[config.mk]
export PLATFORM = sky130hd
export DESIGN_NAME = cmd_dispatch
export DESIGN_NICKNAME = d
export VERILOG_FILES = /design/src/rtl/cmd_dispatch_pkg.sv /design/src/rtl/cmd_dispatch_fifo.sv /design/src/rtl/cmd_dispatch.sv
export SDC_FILE = /design/constraint.sdc
export NUM_CORES = 1
export LEC_CHECK = 0
export ABC_AREA = 1
export CAP_MARGIN = 20
export CORE_AREA = 2 2 97 99
export CTS_BUF_LIST = sky130_fd_sc_hd__clkbuf_2
export CTS_CLUSTER_DIAMETER = 80
export DETAILED_ROUTE_END_ITERATION = 6
export DIE_AREA = 0 0 99 101
export PLACE_DENSITY = 0.83
export SYNTH_ARGS = -nofsm -noshare
export SYNTH_HDL_FRONTEND = slang
export SYNTH_SLANG_ARGS = --single-unit
[constraint.sdc]
create_clock -name clk -period 2.3 [get_ports clk]
set_input_delay 0.23 -clock clk [delete_from_list [all_inputs] [get_ports clk]]
set_output_delay 0.23 -clock clk [all_outputs]
set_load 0.01 [all_outputs]
[src/rtl/cmd_dispatch_pkg.sv]
// Shared types and constants for the command dispatcher: FSM encodings,
// the flush opcode, default response bytes and the pending-counter update.
package cmd_dispatch_pkg;

   typedef enum logic [1:0] {E_IDLE, E_ISSUE, E_BUSY} exec_state_t;
   typedef enum logic       {R_IDLE, R_WAIT}          resp_state_t;

   localparam logic [3:0] OPC_FLUSH    = 4'h0;
   localparam logic [7:0] ACK_BYTE_DEF = 8'hA5;
   localparam logic [7:0] NAK_BYTE_DEF = 8'h5A;

   // Saturating 3-bit pending count; up to two increments can land in one cycle
   function automatic logic [2:0] pend_next(input logic [2:0] cur,
                                            input logic [1:0] inc,
                                            input logic       dec);
      logic [3:0] sum;
      sum = {1'b0, cur} + {2'b00, inc} - {3'b000, dec};
      return (sum > 4'd7) ? 3'd7 : sum[2:0];
   endfunction

endpackage

[src/rtl/cmd_dispatch_fifo.sv]
// Small command FIFO with a combinational head; flush wins over push/pop.
module cmd_fifo #(
   parameter int DEPTH = 4,
   parameter int WIDTH = 16
) (
   input  logic                     clk,
   input  logic                     rst_n,
   input  logic                     i_push,
   input  logic                     i_pop,
   input  logic                     i_flush,
   input  logic [WIDTH-1:0]         i_din,
   output logic [WIDTH-1:0]         o_dout,
   output logic [$clog2(DEPTH):0]   o_cnt,
   output logic                     o_full,
   output logic                     o_empty
);

   localparam int             AW       = $clog2(DEPTH);
   localparam logic [AW:0]    FULL_CNT = (AW+1)'(DEPTH);

   logic [WIDTH-1:0] r_mem [DEPTH];
   logic [AW-1:0]    r_wr;
   logic [AW-1:0]    r_rd;
   logic [AW:0]      r_cnt;
   logic             w_push;
   logic             w_pop;

   assign o_full  = (r_cnt == FULL_CNT);
   assign o_empty = (r_cnt == '0);
   assign o_cnt   = r_cnt;
   assign o_dout  = r_mem[r_rd];
   assign w_push  = i_push & ~o_full & ~i_flush;
   assign w_pop   = i_pop & ~o_empty & ~i_flush;

   always_ff @(posedge clk) begin
      if (w_push) r_mem[r_wr] <= i_din;
   end

   always_ff @(posedge clk or negedge rst_n) begin
      if (!rst_n) begin
         r_wr  <= '0;
         r_rd  <= '0;
         r_cnt <= '0;
      end else if (i_flush) begin
         r_wr  <= '0;
         r_rd  <= '0;
         r_cnt <= '0;
      end else begin
         if (w_push) r_wr <= r_wr + 1'b1;
         if (w_pop)  r_rd <= r_rd + 1'b1;
         case ({w_push, w_pop})
            2'b10:   r_cnt <= r_cnt + 1'b1;
            2'b01:   r_cnt <= r_cnt - 1'b1;
            default: r_cnt <= r_cnt;
         endcase
      end
   end

endmodule

[src/rtl/cmd_dispatch.sv]
// Command dispatcher: takes commands from the UART wrapper, queues them, issues
// them one at a time to the execution engine and returns ACK/NAK bytes.
module cmd_dispatch
   import cmd_dispatch_pkg::*;
#(
   parameter int         DEPTH    = 4,
   parameter logic [7:0] ACK_BYTE = ACK_BYTE_DEF,
   parameter logic [7:0] NAK_BYTE = NAK_BYTE_DEF
) (
   input  logic                   clk,
   input  logic                   rst_n,
   input  logic [15:0]            i_cmd,
   input  logic                   i_cmd_rdy,
   output logic                   o_clr_cmd_rdy,
   output logic [15:0]            o_exe_cmd,
   output logic                   o_exe_vld,
   input  logic                   i_exe_rdy,
   input  logic                   i_exe_done,
   output logic                   o_trmt,
   output logic [7:0]             o_resp,
   input  logic                   i_tx_done,
   output logic [$clog2(DEPTH):0] o_q_cnt
);

   exec_state_t r_est;
   resp_state_t r_rstate;
   logic        r_clr_q;
   logic [15:0] r_exe_cmd;
   logic        r_exe_vld;
   logic        r_trmt;
   logic [7:0]  r_resp;
   logic [2:0]  r_ack_pend;
   logic [2:0]  r_nak_pend;

   logic        w_take;
   logic        w_is_flush;
   logic        w_flush;
   logic        w_push;
   logic        w_drop;
   logic        w_pop;
   logic        w_done;
   logic [1:0]  w_ack_inc;
   logic        w_ack_dec;
   logic        w_nak_dec;
   logic [15:0] w_head;
   logic        w_full;
   logic        w_empty;

   // The registered copy keeps the consume pulse to one cycle while the wrapper drops cmd_rdy
   assign w_take        = i_cmd_rdy & ~r_clr_q;
   assign o_clr_cmd_rdy = w_take;

   assign w_is_flush = (i_cmd[15:12] == OPC_FLUSH);
   assign w_flush    = w_take & w_is_flush;
   assign w_push     = w_take & ~w_is_flush & ~w_full;
   assign w_drop     = w_take & ~w_is_flush & w_full;
   assign w_pop      = (r_est == E_ISSUE) & i_exe_rdy & ~w_flush;
   assign w_done     = (r_est == E_BUSY) & i_exe_done;

   assign w_ack_inc  = {1'b0, w_done} + {1'b0, w_flush};
   assign w_ack_dec  = (r_rstate == R_IDLE) & (r_ack_pend != 3'd0);
   assign w_nak_dec  = (r_rstate == R_IDLE) & (r_ack_pend == 3'd0) & (r_nak_pend != 3'd0);

   assign o_exe_cmd = r_exe_cmd;
   assign o_exe_vld = r_exe_vld;
   assign o_trmt    = r_trmt;
   assign o_resp    = r_resp;

   cmd_fifo #(.DEPTH(DEPTH), .WIDTH(16)) u_fifo (
      .clk     (clk),
      .rst_n   (rst_n),
      .i_push  (w_push),
      .i_pop   (w_pop),
      .i_flush (w_flush),
      .i_din   (i_cmd),
      .o_dout  (w_head),
      .o_cnt   (o_q_cnt),
      .o_full  (w_full),
      .o_empty (w_empty)
   );

   always_ff @(posedge clk or negedge rst_n) begin
      if (!rst_n) r_clr_q <= 1'b0;
      else        r_clr_q <= w_take;
   end

   // A flush during E_ISSUE discards the presented command without an ACK
   always_ff @(posedge clk or negedge rst_n) begin
      if (!rst_n) begin
         r_est     <= E_IDLE;
         r_exe_vld <= 1'b0;
         r_exe_cmd <= '0;
      end else begin
         case (r_est)
            E_IDLE: begin
               if (!w_empty && !w_flush) begin
                  r_est     <= E_ISSUE;
                  r_exe_cmd <= w_head;
                  r_exe_vld <= 1'b1;
               end
            end
            E_ISSUE: begin
               if (w_flush) begin
                  r_est     <= E_IDLE;
                  r_exe_vld <= 1'b0;
               end else if (i_exe_rdy) begin
                  r_est     <= E_BUSY;
                  r_exe_vld <= 1'b0;
               end
            end
            E_BUSY: begin
               if (i_exe_done) r_est <= E_IDLE;
            end
            default: begin
               r_est     <= E_IDLE;
               r_exe_vld <= 1'b0;
            end
         endcase
      end
   end

   always_ff @(posedge clk or negedge rst_n) begin
      if (!rst_n) begin
         r_rstate <= R_IDLE;
         r_trmt   <= 1'b0;
         r_resp   <= '0;
      end else begin
         r_trmt <= 1'b0;
         case (r_rstate)
            R_IDLE: begin
               if (w_ack_dec) begin
                  r_resp   <= ACK_BYTE;
                  r_trmt   <= 1'b1;
                  r_rstate <= R_WAIT;
               end else if (w_nak_dec) begin
                  r_resp   <= NAK_BYTE;
                  r_trmt   <= 1'b1;
                  r_rstate <= R_WAIT;
               end
            end
            R_WAIT: begin
               if (i_tx_done) r_rstate <= R_IDLE;
            end
            default: r_rstate <= R_IDLE;
         endcase
      end
   end

   always_ff @(posedge clk or negedge rst_n) begin
      if (!rst_n) begin
         r_ack_pend <= '0;
         r_nak_pend <= '0;
      end else begin
         r_ack_pend <= pend_next(r_ack_pend, w_ack_inc, w_ack_dec);
         r_nak_pend <= pend_next(r_nak_pend, {1'b0, w_drop}, w_nak_dec);
      end
   end

endmodule

# ---- After elaboration in Yosys (flattened, before gate mapping)
# Memory sizes are Yosys's and may differ from the RTL's. A register that Yosys moved wholly into a read port is not among the register bits.
# Cells that the tools add are included.
dict set report op_classes {
  n_addsub 9
  n_lt_le_gt_ge 2
  eq_ne 8
  n_mux 26
  bitwise 22
  reduce_logical 18
}
# cell count
set ops {}
lappend ops {{$mux W2} 8}
lappend ops {{$mux W8} 2}
lappend ops {{$and A1 B1 Y1} 15}
lappend ops {{$mux W1} 9}
lappend ops {{$mux W3} 3}
lappend ops {{$reduce_bool A3 Y1} 3}
lappend ops {{$gt A4 B3 Y1 const B} 2}
lappend ops {{$sub A4 B1 Y4} 2}
lappend ops {{$not A1 Y1} 7}
lappend ops {{$logic_not A3 Y1} 2}
lappend ops {{$pmux W2 S3} 1}
lappend ops {{$pmux W3 S2} 1}
lappend ops {{$reduce_and A3 Y1} 2}
lappend ops {{$reduce_bool A2 Y1} 3}
lappend ops {{$add A2 B1 Y2 const B} 2}
lappend ops {{$add A3 B1 Y4} 1}
lappend ops {{$add A3 B2 Y4} 1}
lappend ops {{$eq A2 B1 Y1 const B} 2}
lappend ops {{$eq A2 B2 Y1 const B} 2}
lappend ops {{$logic_not A4 Y1} 1}
lappend ops {{$ne A2 B2 Y1 const B} 2}
lappend ops {{$reduce_and A2 Y1} 2}
lappend ops {{$add A3 B1 Y3 const B} 1}
lappend ops {{$eq A3 B3 Y1 const B} 1}
lappend ops {{other kinds (8)} 10}
dict set report word_totals {
  ff_bits 27
  ramBits 64
  output_inout_bits 30
  memories 1
}
# memory depth width read_ports rd_ports_with_merged_regs wr line
set memory_table {}
lappend memory_table {u_fifo.r_mem 4 16 1 1 1 cmd_dispatch_fifo.sv:21} ;# logic [WIDTH-1:0] r_mem [DEPTH];

# ---- Longest topological paths before layout
# Gate-level depths: netlist of run 1.
dict set report depth {
  depth_word 10
  mapped_depth 11
  ltp_nobuf 11
}

# ---- Hierarchy
# Synthesis of run 1 repeated with hierarchy kept, for this count alone.
dict set report unflattened {
  hier_cells 388
  area_unflattened_um2 4428.0
}
# module n_inst cells_per_inst area_each_um2 seq_area_each_um2
set by_module_without_submodules {}
lappend by_module_without_submodules {cmd_fifo 1 220 2849.0 2097.0}
lappend by_module_without_submodules {cmd_dispatch 1 168 1579.0 750.7}

# ---- Worst setup path after synthesis of run 1
# Ideal clock, no wire load.
dict set report synth_timing {
  path_kind {register to register}
  startpoint {reg r_ack_pend[1]}
  endpoint {reg r_ack_pend[1]}
  setup_ns 0.066
  t_arrival_ns 1.980
  setup_slack_ns 0.254
  stages_incl_launch_ff 9
  path_buffers 0
  period_less_slack_ns 2.046
  cell_sequence {dfrtp_1 -> nor3_1 -> nor2_1 -> ha_1 -> inv_1 -> fa_1 -> inv_1 -> fa_1 -> nand2_1}
}
dict set report synth_via {
  elab_chain_len 5
  elab_cells_between_ends 6
}
# element line
set synth_rtl {}
lappend synth_rtl {{start: declaration} cmd_dispatch.sv:32} ;# logic [2:0] r_ack_pend;
lappend synth_rtl {{start signal: assignment} cmd_dispatch.sv:154} ;# r_ack_pend <= pend_next(r_ack_pend, w_ack_inc, w_ack_dec);
lappend synth_rtl {{$reduce_bool A3 Y1 (*)} cmd_dispatch.sv:61} ;# assign w_ack_dec = (r_rstate == R_IDLE) & (r_ack_pend != 3'd0);
lappend synth_rtl {{$and A1 B1 Y1 (*)} cmd_dispatch.sv:61}
lappend synth_rtl {{named net w_ack_dec} cmd_dispatch.sv:43} ;# logic w_ack_dec;
lappend synth_rtl {{$sub A4 B1 Y4 (*)} cmd_dispatch_pkg.sv:17} ;# sum = {1'b0, cur} + {2'b00, inc} - {3'b000, dec};
lappend synth_rtl {{$gt A4 B3 Y1} cmd_dispatch_pkg.sv:18} ;# return (sum > 4'd7) ? 3'd7 : sum[2:0];
lappend synth_rtl {{$mux W3 (*)} cmd_dispatch_pkg.sv:18}
# The timed path passes the listed nets; every way through them passes the cells marked *.
# A chain may end at the register's enable or synchronous reset.

# ---- Worst setup path in the final report of run 1
# Same ends and word-level chain as after synthesis.

==> metrics, run 1 <==
result of the run=finished clean; detailed-route wire length per cell=14.7 µm; average vias per placed instance=5.11; setup slack of the worst register-to-register path=0.13 ns; Pleak=0.00216 µW; total power of the final layout=6240 µW; number of ports placed on the die boundary=52; count of final max-slew check failures=0; end of the worst register-to-register path=r_ack_pend[1]; total instance count after detailed placement=555; transition time of the tightest slew-check pin=0.826 ns; DRT iter0 DRCs=199; standard-cell row count=35; number of antenna violations at the first check in global routing=1; global-route wire length before repair=13,900 µm; CP Class=flip-flop to flip-flop; vias in the first global route=2,930; depth of the CTS H-tree=3; Worst Path Max Fanout=4; x dimension of the die=99 µm; Clock Path Buffers=2; Max Clk Rate=461 MHz; final HPWL from detailed placement=5840 µm; # fillers=686; clock network latency to the later pin of the worst-skew pair=0.57 ns; number of synthesized flops with an enable pin=64; Buffers on Ports=51; library cell occupying the most area in the post-synthesis netlist=sky130_fd_sc_hd__edfxtp_1; post-route design area=5240 µm²; floorplan core area=8980 µm²; Avg Synthesized Cell Area=11.2 µm²; combinational family with the most area after synthesis=simple AND/OR/NAND/NOR gates; DRC violation count after routing=0; crit path cell chain=nor3_2 -> nor2_1 -> ha_1 -> inv_1 -> fa_1 -> inv_1 -> fa_1 -> nand2_1; kind of end point of the critical path=flip-flop; overall fraction of global-route tracks in use=0.179; TritonCTS clock tree=yes; crit path max-delay cell type=sky130_fd_sc_hd__dfrtp_1; number of search-and-repair iterations in the first detailed-routing pass=4; pwr dens=1190 nW/µm²; area fraction in compound gates after synthesis=0.0949; number of nets still failing antenna checks after routing=0; FF-to-FF path depth=8; initial standard-cell utilization of the core=0.492; Ys Warns=0; total number of clock tree sinks=101; largest clock skew in the final design=0.0264 ns; max-cap violations=0; TritonCTS buffer count=9; fraction of the mapped netlist area in adder cells=0.0521; worst-case headroom to the max-slew limit=0.450; top cells by area in the synthesized netlist=sky130_fd_sc_hd__edfxtp_1 44%, sky130_fd_sc_hd__dfrtp_1 21%, sky130_fd_sc_hd__o21ai_0 6.0%; Die ar.=10000 µm²; most common cell in the synthesized netlist=sky130_fd_sc_hd__nor2_1; Max IR drop VDD=0.525 mV; unrepaired setup endpoints after global routing=no; Placed Area=5060 µm²; arrival time of data at the critical path endpoint=2.71 ns; number of nets in the synthesized netlist=431; number of vias in the routed layout=2,953; RD Place Congestion=0.742; nets=499; Period Utilization, post-route=0.943; final setup violation count=0; fraction of the yosys area taken by sequential cells=0.645; Distinct cells, synth=25; pin count of the biggest net entering global routing=38; accumulated negative setup slack=0 ns; worst setup path startpoint=r_ack_pend[1]; xor-xnor portion of the synthesized cell area=0.0119; share of post-route cells with drive strength above 1=0.131; leading cell types by count after synthesis=68 x sky130_fd_sc_hd__nor2_1, 64 x sky130_fd_sc_hd__edfxtp_1, 53 x sky130_fd_sc_hd__o21ai_0; proportion of synthesized area in mux cells=0; required time reported for the critical path endpoint=2.84 ns; buffer type at the clock tree root=sky130_fd_sc_hd__clkbuf_2; minimum clock period=2.17 ns; worst stage delay on the critical path=0.47 ns; capturing element of the worst setup path=r_ack_pend[1]; post-synth design cell area=4420 µm²; WL final=8480 µm; gate count of the mapped netlist=393; async set-reset flop share out of synthesis=0.366; startpoint type of the worst setup path=flip-flop; critical register-to-register path startpoint=r_ack_pend[1]; clock-pin slew of the registers on the worst-case setup and hold paths=0.29 ns; fraction of post-synthesis cell area in the top cell type by area=0.435; GRT Residual Overflow=0; share of synthesized cell area in and, or, nand and nor gates=0.120; synthesis-to-finish area growth=18.7%; final hold vios=0; FF+latch count, synth=101; Top FF cell, synth=sky130_fd_sc_hd__edfxtp_1; die height=101 µm; Hold Crit Class=primary input to flip-flop; number of cells in the finished layout apart from fillers=578
-- worst max-delay path: cells and delay by family (launching register included) --
family	cells	cell delay, ns
buf+inv	2	0.14
simple gates	3	0.43
fa+ha+maj	3	1.10
flops	1	0.47
-- through the flow --
stage	utilization	setup slack (ns)	hold WS, ns
2_1_floorplan	-	0.254	-0.0656
3_3_place_gp	0.563	-0.0434	0.371
3_5_place_dp	0.563	-0.145	0.376
4_1_cts	0.578	0.0498	0.182
5_1_grt	0.584	0.0146	0.197
6_report	0.584	0.132	0.203
-- where the power goes --
part | switching [µW] | internal [µW]
clock network | 639 | 186
registers | 323 | 2390
logic | 1540 | 1170
-- worst min path at each step --
stage	cells past startpoint	start	slack [ns]	to
4_1_cts	2	i_tx_done	0.18	r_rstate
6_report	2	i_tx_done	0.20	r_rstate
3_5_place_dp	1	rst_n	0.38	o_resp[6]
3_3_place_gp	1	rst_n	0.37	r_ack_pend[1]
5_1_grt	2	i_tx_done	0.20	r_rstate
2_1_floorplan	0	rst_n	-0.07	o_exe_cmd[0]
-- cell families after synthesis --
logic type / Yosys count
AO/OA/AOI/OAI: 77
AND/OR/NAND/NOR: 125
buffers and inverters: 68
adder cells (fa/ha/maj): 16
flip-flops: 101
XOR/XNOR: 6
-- flip-flops by register name, summed over array words and instances (netlist names) --
register      cells
r_nak_pend        3
u_fifo.r_mem     64
r_est             2
u_fifo.r_wr       2
r_rstate          1
o_trmt            1
u_fifo.r_rd       2
r_ack_pend        3
o_exe_vld         1
o_resp            2
o_exe_cmd        16
u_fifo.o_cnt      3
r_clr_q           1
-- cell usage in the layout, fill, tap and decap left out, drive strengths merged --
master,instances
buf,26
clkdlybuf4s50,50
nand3,12
o21ai,72
nand2,39
clkbuf,9
inv,53
nand3b,1
dlygate4sd3,1
a21oi,5
xnor2,1
ha,12
diode,1
fa,4
dfrtp,37
clkinv,2
nor2,69
xor2,5
nor3,4
edfxtp,64
-- what timing repair did --
action | CTS | global route
resized for setup | 1 | 4
hold buffers | 1 | 0
pin swaps | 0 | 3
endpoints found under the hold margin | 37 | 0
endpoints found under the setup margin | 1 | 5
buffers inserted | 0 | 5
-- layout make-up --
cell class              instances  area [µm²]  area share
diodes                          1        2.50    0.000477
clock buffers                   9        45.0     0.00859
clock inverters                 7        71.3      0.0136
inverters                      48         183      0.0349
multi-input cells             224        1250       0.238
flip-flops and latches        101        2850       0.543
well taps                     111         139      0.0265
repair buffers                 77         703       0.134
-- layer usage --
metal / global-route usage / part of all wire / vias up
met4: 0.0738 / 0.020 / 0
met5: 0 / 0 / -
met1: 0.226 / 0.42 / 1417
li1: - / - / 1442
met3: 0.0333 / 0.050 / 13
met2: 0.307 / 0.51 / 81
(Power assumes the default switching activity.)
==> run 2, diff against run 1 <==
--- a/config.mk
+++ b/config.mk
@@ -7,11 +7,11 @@
 export LEC_CHECK = 0
 export ABC_AREA = 1
 export CAP_MARGIN = 20
-export CORE_AREA = 2 2 97 99
+export CORE_AREA = 4 4 99 101
 export CTS_BUF_LIST = sky130_fd_sc_hd__clkbuf_2
 export CTS_CLUSTER_DIAMETER = 80
 export DETAILED_ROUTE_END_ITERATION = 6
-export DIE_AREA = 0 0 99 101
+export DIE_AREA = 0 0 103 105
 export PLACE_DENSITY = 0.83
 export SYNTH_ARGS = -nofsm -noshare
 export SYNTH_HDL_FRONTEND = slang
==> run 2 against run 1 <==
Compared with the run above: clock-buffer cell count is the same; setup slack gained 0.038 ns; global-route usage shrank 1.4 points; total power grew 1.6%; combinational power grew 2%; non-clock buffer count shrank 3.
==> metrics, run 2 (synthesis results as in run 1) <==
crit path max-delay cell type=sky130_fd_sc_hd__dfrtp_1; floorplan core area=9020 µm² (+0.49%); pin count of the biggest net entering global routing=38 (unchanged); kind of end point of the critical path=flip-flop; Buf+Inv Stages, Crit Path=2 (unchanged); Post-Route Utilization=0.587 (+0.00299); min-delay src=i_tx_done; Logic pwr share=0.436 (+0.002); max-cap violations=0 (unchanged); Buffers on Ports=51 (unchanged); final HPWL from detailed placement=5800 µm (-0.73%); P_sw=2480 µW (-0.84%); clock-pin slew of the registers on the worst-case setup and hold paths=0.30 ns (about the same); Die ar.=10,800 µm² (+8.2%); number of cells in the finished layout apart from fillers=574 (-0.69%); minimum clock period=2.13 ns (-0.0379 ns); TritonCTS buffer count=9 (unchanged); detailed-route wire length per cell=14.8 µm (+0.68%); Clock Path Buffers=2 (unchanged); register share of total power=0.421 (-0.013); worst stage delay on the critical path=0.47 ns (about the same); Period Utilization, post-route=0.926 (-0.0165); flip-flop count of the largest register, all copies and words added=64 (unchanged); final hold slack=0.251 ns (+0.0477 ns); pwr dens=1200 nW/µm² (+0.57%); clock network fraction of total power=0.143 (+0.011); number of ports placed on the die boundary=52 (unchanged); total number of clock tree sinks=101 (unchanged); startpoint type of the worst setup path=flip-flop; total instance count after detailed placement=554 (-0.18%); crit path cell chain=nor3_2 -> nand2_1 -> nor2_2 -> ha_1 -> inv_1 -> ha_1 -> inv_1 -> fa_1 -> xor2_1 -> nand2_1; clock network latency to the later pin of the worst-skew pair=0.55 ns (-0.02 ns); CP Class=flip-flop to flip-flop; RD Place Congestion=0.718 (-3.2%); Worst Path Max Fanout=2 (-2); vias in the first global route=2,918 (-0.41%); buffer type at the clock tree root=sky130_fd_sc_hd__clkbuf_2; most common cell after layout, fill and taps aside=sky130_fd_sc_hd__nor2_1; critical register-to-register path startpoint=r_ack_pend[1]; share of post-route cells with drive strength above 1=0.130 (-0.00131); standard-cell row count=35 (unchanged); GRT Residual Overflow=0 (unchanged); final hold vios=0 (unchanged); Pleak=0.00217 µW (+0.18%); nets=496 (-0.60%); sw frac=0.391 (-0.00955); largest reg by FF count=u_fifo.r_mem; number of search-and-repair iterations in the first detailed-routing pass=5 (+1); Hold Crit Class=primary input to flip-flop; largest clock skew in the final design=0.0477 ns (+0.0213 ns); overall fraction of global-route tracks in use=0.165 (-0.0143); DRT iter0 DRCs=164 (-18%); count of final max-slew check failures=0 (unchanged); result of the run=finished clean; DRC violation count after routing=0 (unchanged); required time reported for the critical path endpoint=2.76 ns (-0.08 ns); Max IR drop VDD=0.562 mV (+6.9%); TritonCTS clock tree=yes; most frequent cells in the layout=67 x sky130_fd_sc_hd__nor2_1, 64 x sky130_fd_sc_hd__edfxtp_1, 53 x sky130_fd_sc_hd__o21ai_0; depth of the CTS H-tree=3 (unchanged); worst setup path startpoint=r_ack_pend[1]; worst-case headroom to the max-slew limit=0.426 (-0.0239); number of vias in the routed layout=2,933 (-0.68%); number of antenna violations at the first check in global routing=0 (-1); crit-path leading delay family=adder cells; average vias per placed instance=5.11 (about the same); final setup violation count=0 (unchanged); transition time of the tightest slew-check pin=0.861 ns (+0.0358 ns); synthesis-to-finish area growth=19.9%; number of antenna diodes=0 (-1); initial standard-cell utilization of the core=0.490 (-0.00239); global-route wire length before repair=13,900 µm (-0.30%); die height=105 µm (+4.0%); Max Clk Rate=469 MHz (+1.8%); x dimension of the die=103 µm (+4.0%); arrival time of data at the critical path endpoint=2.59 ns (-0.12 ns); WL final=8480 µm (about the same); number of nets still failing antenna checks after routing=0 (unchanged); total power of the final layout=6340 µW (+1.6%); total internal power=3860 µW (+3.2%)
## run 2: cell count changes in the layout (fill, tap and decap cells not counted), moves of 2 or more
cell	change
sky130_fd_sc_hd__buf_12	+4
sky130_fd_sc_hd__dfrtp_2	+2
sky130_fd_sc_hd__buf_4	-7
sky130_fd_sc_hd__dfrtp_1	-2
sky130_fd_sc_hd__inv_6	+2
sky130_fd_sc_hd__inv_8	-4
## run 2: final cells by class
type / instances / area, µm²
clock inverters: 7 / 88.8
well taps: 111 / 139
inverters: 48 / 183
multi-input cells: 224 / 1260
clock buffers: 9 / 45.0
fillers: 744 / 3730
flip-flops and latches: 101 / 2850
repair buffers: 74 / 731
## run 2: metrics by stage
stage / setup TNS (ns) / setup WS, ns / instance area [µm²]
floorplan: 0 / 0.254 / 4420
global placement: -0.0180 / -0.0180 / 5100
detailed placement: -0.306 / -0.144 / 5100
CTS: 0 / 0.0537 / 5250
global route: -0.0167 / -0.0167 / 5290
finish: 0 / 0.170 / 5290
## run 2: repair_timing
item                                    4_1_cts  5_1_grt
setup buffers                                 0        3
endpoints found under the hold margin        37        0
pin swaps                                     0        1
hold buffers                                  1        0
endpoints found under the setup margin        1        2
resized for setup                             1        6
## run 2: worst paths after layout
| kind | to | slack (ns) | cells after the start |
|---|---|---|---|
| setup / recovery | r_nak_pend[2] | 0.17 | 10 |
| hold / removal | r_rstate | 0.25 | 2 |
| setup reg to reg | r_nak_pend[2] | 0.17 | 10 |
| hold reg to reg | o_exe_cmd[5] | 0.53 | 2 |
| max in group asynchronous | o_resp[5] | 1.46 | 2 |
| min in group asynchronous | r_ack_pend[1] | 0.26 | 2 |
## run 2: per-layer routing
metal / vias to the layer above / global-route usage / wire, µm
met2: 61 / 0.285 / 4490
li1: 1424 / - / -
met4: 0 / 0.0463 / 126
met3: 10 / 0.0367 / 411
met1: 1438 / 0.206 / 3450
met5: - / 0 / 0
## run 2: power by group through the flow
stage	clock network [µW]	logic (µW)	registers (µW)
after detailed placement	0	2750	2700
after floorplan	0	1820	2720
after global placement	0	2580	2680
final	910	2760	2670
after global routing	997	3180	2720
after CTS	932	2750	2670
